<file path="src/rtl/branch_target_unit.sv">
// Pipelined branch target / return address generator (PA-RISC 12/17-bit displacement formats).
// Optional return-address stack built when BRANCH_TARGET_RAS_EN is defined.
module branch_target_unit #(
  parameter int PC_W      = 8,
  parameter int RAS_DEPTH = 4
) (
  input  logic            clk,
  input  logic            rst_n,
  input  logic            flush,
  input  logic            in_valid,
  output logic            in_ready,
  input  logic [1:0]      op,
  input  logic [PC_W-1:0] B_PC,
  input  logic [20:0]     offset,
  output logic            out_valid,
  input  logic            out_ready,
  output logic [PC_W-1:0] TA,
  output logic [PC_W-1:0] R,
  output logic            ras_miss,
  output logic            ras_ovf
);

  localparam logic [1:0] OP_BR   = 2'b00;
  localparam logic [1:0] OP_CALL = 2'b01;
  localparam logic [1:0] OP_RET  = 2'b10;
  localparam logic [1:0] OP_NOP  = 2'b11;
  localparam int         EXT_W   = (PC_W > 19) ? PC_W : 19;

  logic                    in_ready_s;
  logic                    accept_s;
  logic [PC_W-1:0]         ret_addr_s;
  logic [16:0]             disp_raw_s;
  logic signed [EXT_W-1:0] disp_ext_s;
  logic [PC_W-1:0]         disp_target_s;
  logic [PC_W-1:0]         target_s;
  logic                    miss_s;
  logic                    unused_ok_s;

  logic                    out_valid_r;
  logic [PC_W-1:0]         ta_r;
  logic [PC_W-1:0]         r_r;
  logic                    ras_miss_r;

  assign in_ready_s  = !flush && (!out_valid_r || out_ready);
  assign accept_s    = in_valid && in_ready_s;
  assign ret_addr_s  = B_PC + PC_W'(4'd8);
  // offset[1] carries no displacement information in either format
  assign unused_ok_s = ^{offset[1], disp_ext_s};

  // Displacement decode: the 12-bit form is pre-extended to 17 bits so both share one path
  always_comb begin
    disp_raw_s    = 17'd0;
    disp_ext_s    = {EXT_W{1'b0}};
    disp_target_s = {PC_W{1'b0}};
    if (offset[15:13] == 3'b000) begin
      disp_raw_s = {offset[20:16], offset[12:2], offset[0]};
    end else begin
      disp_raw_s = {{5{offset[12]}}, offset[12:2], offset[0]};
    end
    disp_ext_s    = EXT_W'($signed(disp_raw_s));
    disp_target_s = ret_addr_s + {disp_ext_s[PC_W-3:0], 2'b00};
  end

`ifdef BRANCH_TARGET_RAS_EN
  localparam int               PTR_W    = $clog2(RAS_DEPTH);
  localparam int               CNT_W    = $clog2(RAS_DEPTH + 1);
  localparam logic [CNT_W-1:0] FULL_CNT = CNT_W'(RAS_DEPTH);

  logic [PC_W-1:0]  ras_mem_r [RAS_DEPTH];
  logic [PTR_W-1:0] top_r;
  logic [PTR_W-1:0] top_dec_s;
  logic [CNT_W-1:0] count_r;
  logic             ras_ovf_r;
  logic             ras_empty_s;
  logic             push_s;
  logic             pop_s;
  logic [PC_W-1:0]  ras_top_s;

  // top_r points at the next free slot; when full that slot is the oldest entry
  assign top_dec_s   = top_r - PTR_W'(1'b1);
  assign ras_top_s   = ras_mem_r[top_dec_s];
  assign ras_empty_s = (count_r == {CNT_W{1'b0}});
  assign push_s      = accept_s && (op == OP_CALL);
  assign pop_s       = accept_s && (op == OP_RET) && !ras_empty_s;
  assign ras_ovf     = ras_ovf_r;

  // RAS storage; contents are don't-care after reset/flush since count gates reads
  always_ff @(posedge clk) begin
    if (push_s) begin
      ras_mem_r[top_r] <= ret_addr_s;
    end
  end

  // RAS pointer, occupancy and sticky overflow flag
  always_ff @(posedge clk or negedge rst_n) begin
    if (!rst_n) begin
      top_r     <= {PTR_W{1'b0}};
      count_r   <= {CNT_W{1'b0}};
      ras_ovf_r <= 1'b0;
    end else if (flush) begin
      top_r     <= {PTR_W{1'b0}};
      count_r   <= {CNT_W{1'b0}};
      ras_ovf_r <= 1'b0;
    end else if (push_s) begin
      top_r <= top_r + PTR_W'(1'b1);
      if (count_r == FULL_CNT) begin
        ras_ovf_r <= 1'b1;
      end else begin
        count_r <= count_r + CNT_W'(1'b1);
      end
    end else if (pop_s) begin
      top_r   <= top_dec_s;
      count_r <= count_r - CNT_W'(1'b1);
    end
  end
`else
  assign ras_ovf = 1'b0;
`endif

  // Per-op target selection
  always_comb begin
    target_s = ret_addr_s;
    miss_s   = 1'b0;
    case (op)
      OP_BR, OP_CALL: begin
        target_s = disp_target_s;
      end
      OP_RET: begin
`ifdef BRANCH_TARGET_RAS_EN
        if (ras_empty_s) begin
          target_s = ret_addr_s;
          miss_s   = 1'b1;
        end else begin
          target_s = ras_top_s;
        end
`else
        target_s = disp_target_s;
`endif
      end
      OP_NOP: begin
        target_s = ret_addr_s;
      end
      default: begin
        target_s = ret_addr_s;
      end
    endcase
  end

  // One-entry output stage; flush drops any held result
  always_ff @(posedge clk or negedge rst_n) begin
    if (!rst_n) begin
      out_valid_r <= 1'b0;
      ta_r        <= {PC_W{1'b0}};
      r_r         <= {PC_W{1'b0}};
      ras_miss_r  <= 1'b0;
    end else if (flush) begin
      out_valid_r <= 1'b0;
    end else if (accept_s) begin
      out_valid_r <= 1'b1;
      ta_r        <= target_s;
      r_r         <= ret_addr_s;
      ras_miss_r  <= miss_s;
    end else if (out_ready) begin
      out_valid_r <= 1'b0;
    end
  end

  assign in_ready  = in_ready_s;
  assign out_valid = out_valid_r;
  assign TA        = ta_r;
  assign R         = r_r;
  assign ras_miss  = ras_miss_r;

endmodule

</file>
<file path="config.mk">
export PLATFORM = sky130hd
export DESIGN_NAME = branch_target_unit
export DESIGN_NICKNAME = d
export VERILOG_FILES = /design/src/rtl/branch_target_unit.sv
export SDC_FILE = /design/constraint.sdc
export NUM_CORES = 1
export LEC_CHECK = 0
export BUFFER_PORTS_ARGS = -buffer_cell sky130_fd_sc_hd__buf_2
export CELL_PAD_IN_SITES_DETAIL_PLACEMENT = 0
export CELL_PAD_IN_SITES_GLOBAL_PLACEMENT = 1
export CORE_MARGIN = 10
export CORE_UTILIZATION = 27
export CTS_CLUSTER_DIAMETER = 60
export DETAILED_ROUTE_END_ITERATION = 6
export PLACE_DENSITY_LB_ADDON = 0.1
export SYNTH_ARGS = -nofsm -noshare
export SYNTH_HDL_FRONTEND = slang
export SYNTH_SLANG_ARGS = --single-unit
</file>
<file path="constraint.sdc">
create_clock -name clk -period 1.14 [get_ports clk]
set_clock_uncertainty 0.05 [all_clocks]
set_input_delay 0.171 -clock clk [delete_from_list [all_inputs] [get_ports clk]]
set_output_delay 0.171 -clock clk [all_outputs]
set_load 0.005 [all_outputs]
</file>
==> flow_summary.toml <==
[die]
die_h_um = 79.7
ioPinCount = 56
num_rows = 21
die-area_um2 = 6360
initial_core_util = 0.284
core_um2 = 3390
die-width_um = 79.7

[finish]
n_antenna_cell = 0
nFillCells = 344
area_growth_pct = 64.7
stdcell_area_um2 = 1590
drive_above_1_share = 0.590
nets = 205
seq_area_um2 = 375
multiInputGateArea_um2 = 668
final_core_util = 0.468

[power_and_ir_drop]
switching_share = 0.312
cell_internal_pwr_mw = 1.16
power.leakage_nw = 0.759
comb_power_share = 0.423
power.switching_mw = 0.523
peakVddDrop_uv = 849
power_frac_seq = 0.402
powerDensity_nw_per_um2 = 1060
share_clk_of_total_power = 0.175

[clocking]
clk_path_buf_depth = 2
insertion_delay_ns = 0.28
root_buffer = "clkbuf_4"
htreeDepth = 1
clock_sinks = 15
cts_tree = "yes"
cts_buffers = 3
clk_pin_slew_ns = 0.09

[timing]
slew_viol_final = 0
finalWorstSetupSlack_ns = -0.365
grt_setup_unrepaired = "true"
hold_violations = 0
max_freq_mhz = 664
fin_crit_sh = 1.32
tns_ns = -2.19
finalSetupViolations = 15
period_needed_ns = 1.51

[worst_setup_path]
worstPathRequired_ns = 1.29
worstPathArrival_ns = 1.66
path_max_fanout = 3
r2r_cells = 5
r2r-start = "out_valid"
critPathKind = "in -> reg"
end_kind = "register"
r2r_slack_ns = -0.16
r2r-end = "TA[1]"
start_kind = "input pin"

[global_routing]
grt_pass1_wl_um = 4770
overflow = 0
grt_max_degree = 16
antenna_found_initial = 0
first_global_vias = 1090
grt_use_total = 0.0944

[placed_design]
place_ws_ns = -0.805
place.gp.congestion = 0.797
post_dp_cell_area_um2 = 1350
dp_hpwl_um = 2150
io_buffers = 38

[hold_path]
min_path_cells = 2
hp-class = "in -> reg"
whs_endpoint = "out_valid"
hp-start = "flush"

[synthesis]
yosysMostFrequentCell = "dfrtp_1"
netlist_area_um2 = 963
synthArstFlopShare = 1.00
ys_seq_area_frac = 0.390
synth-main-ff-cell = "dfrtp_1"
synth_edf_count = 0
synthTopCellsByArea = "dfrtp_1 (39%), ha_1 (7.8%), o21ai_0 (5.2%), mux2_2 (4.7%), nand2_1 (4.7%)"
yosys_warnings = 0
synth_cells = 100
ys_ff_latch = 15
ys_types = 31
yosys.area.top_type = "dfrtp_1"
synth.top_cell.area_share = 0.390
synth_area_per_cell_um2 = 9.63
synth_common_cells = "dfrtp_1 (15), nand2_1 (12), o21ai_0 (10), nor2_1 (7)"

[run_status]
violations = "setup timing"
run_status = "finished, violations left"

[flow_run]
maxCapViolCount = 0

[routing]
first_pass_iters = 4
num_vias = 916
first_iter_violations = 15
routed_via_density = 4.43
routed_wl_um = 2850
ant_nets = 0
post_drt_wl_per_cell_um = 13.7
drc_errors = 0
[worst max-delay path, cell delays in order]
cell     delay, ns
buf_2         0.11
nand3_1       0.09
xor2_1        0.20
inv_1         0.07
ha_1          0.24
nor4_2        0.27
mux2i_1       0.14
and3_1        0.17
o31ai_2       0.20
[cells by family after synthesis]
| kind of cell | count (synthesis) | synth area share |
|---|---|---|
| and+or+nand+nor | 33 | 0.173 |
| AOI/OAI and AO/OA | 22 | 0.147 |
| DFF | 15 | 0.390 |
| buffers and inverters | 13 | 0.0935 |
| adders and majority gates | 7 | 0.0987 |
| muxes | 6 | 0.0675 |
| xor gates and xnor gates | 3 | 0.0273 |
| other | 1 | 0.00389 |
[registers in the layout (all words and copies together) (netlist names)]
name,flops
R,6
TA,8
out_valid,1
[cells in the final DEF (no fill, tap or decap), types with 2 or more instances in the layout]
cell type and count:
clkbuf_4 3, nand3_1 2, mux2i_1 2, dfrtp_1 15
o21ai_1 5, buf_6 9, nor2_1 5, a21oi_1 4
ha_1 2, o21ai_2 2, o21ai_0 3, a21o_1 2
conb_1 2, inv_1 4, nand2_1 9, nand2_8 2
nor2b_4 2, nand2_2 2, ha_4 4, and3_1 2
nor4_2 2, buf_2 34, xor2_1 2, buf_4 16
nor3_2 3, inv_2 2, mux2_2 4
[per-stage QoR]
step / cells / power (mW) / hold WS, ns
after floorplan: 101 / 1.01 / -0.175
after global placement: 194 / 1.27 / 0.0492
after detailed placement: 194 / 1.28 / 0.0439
after CTS: 207 / 1.70 / 0.0170
after global routing: 207 / 1.83 / 0.0133
final: 207 / 1.68 / 0.0358
[worst max path at each step]
stage	from	to	slack (ns)	cells past startpoint
floorplan	B_PC[3]	TA[7]	-0.49	9
global placement	B_PC[3]	TA[7]	-0.80	10
detailed placement	B_PC[3]	TA[7]	-0.81	10
CTS	B_PC[5]	TA[7]	-0.34	10
global route	B_PC[3]	TA[7]	-0.46	10
finish	B_PC[5]	TA[7]	-0.37	9
[repair_timing]
| item | 4_1_cts | 5_1_grt |
|---|---|---|
| buffers inserted | 8 | 0 |
| endpoints found under the setup margin | 14 | 15 |
| resized for setup | 28 | 4 |
| endpoints found under the hold margin | 15 | 0 |
| gates cloned | 1 | 0 |
| pin swaps | 16 | 2 |
| hold buffers | 1 | 0 |
[power groups by stage]
| stage | Combinational [mW] | Sequential, mW | Clock [mW] |
|---|---|---|---|
| after global placement | 0.585 | 0.681 | 0 |
| after detailed placement | 0.591 | 0.685 | 0 |
| after floorplan | 0.314 | 0.695 | 0 |
| after global routing | 0.788 | 0.694 | 0.350 |
| after CTS | 0.713 | 0.675 | 0.316 |
| final | 0.710 | 0.674 | 0.294 |
[routing by layer]
layer	vias to the layer above	global-route usage	part of all wire
li1	464	-	-
met1	423	0.0824	0.34
met3	4	0.0439	0.075
met4	0	0.0123	0.0084
met2	25	0.193	0.58
met5	-	0	0
[final cells by class]
| type | count | area share |
|---|---|---|
| well taps | 46 | 0.0363 |
| inverters | 6 | 0.0142 |
| repair buffers | 62 | 0.275 |
| flip-flops and latches | 15 | 0.237 |
| multi-input cells | 74 | 0.421 |
| clock buffers | 4 | 0.0166 |
No activity file was read; power rests on OpenSTA's default activity.
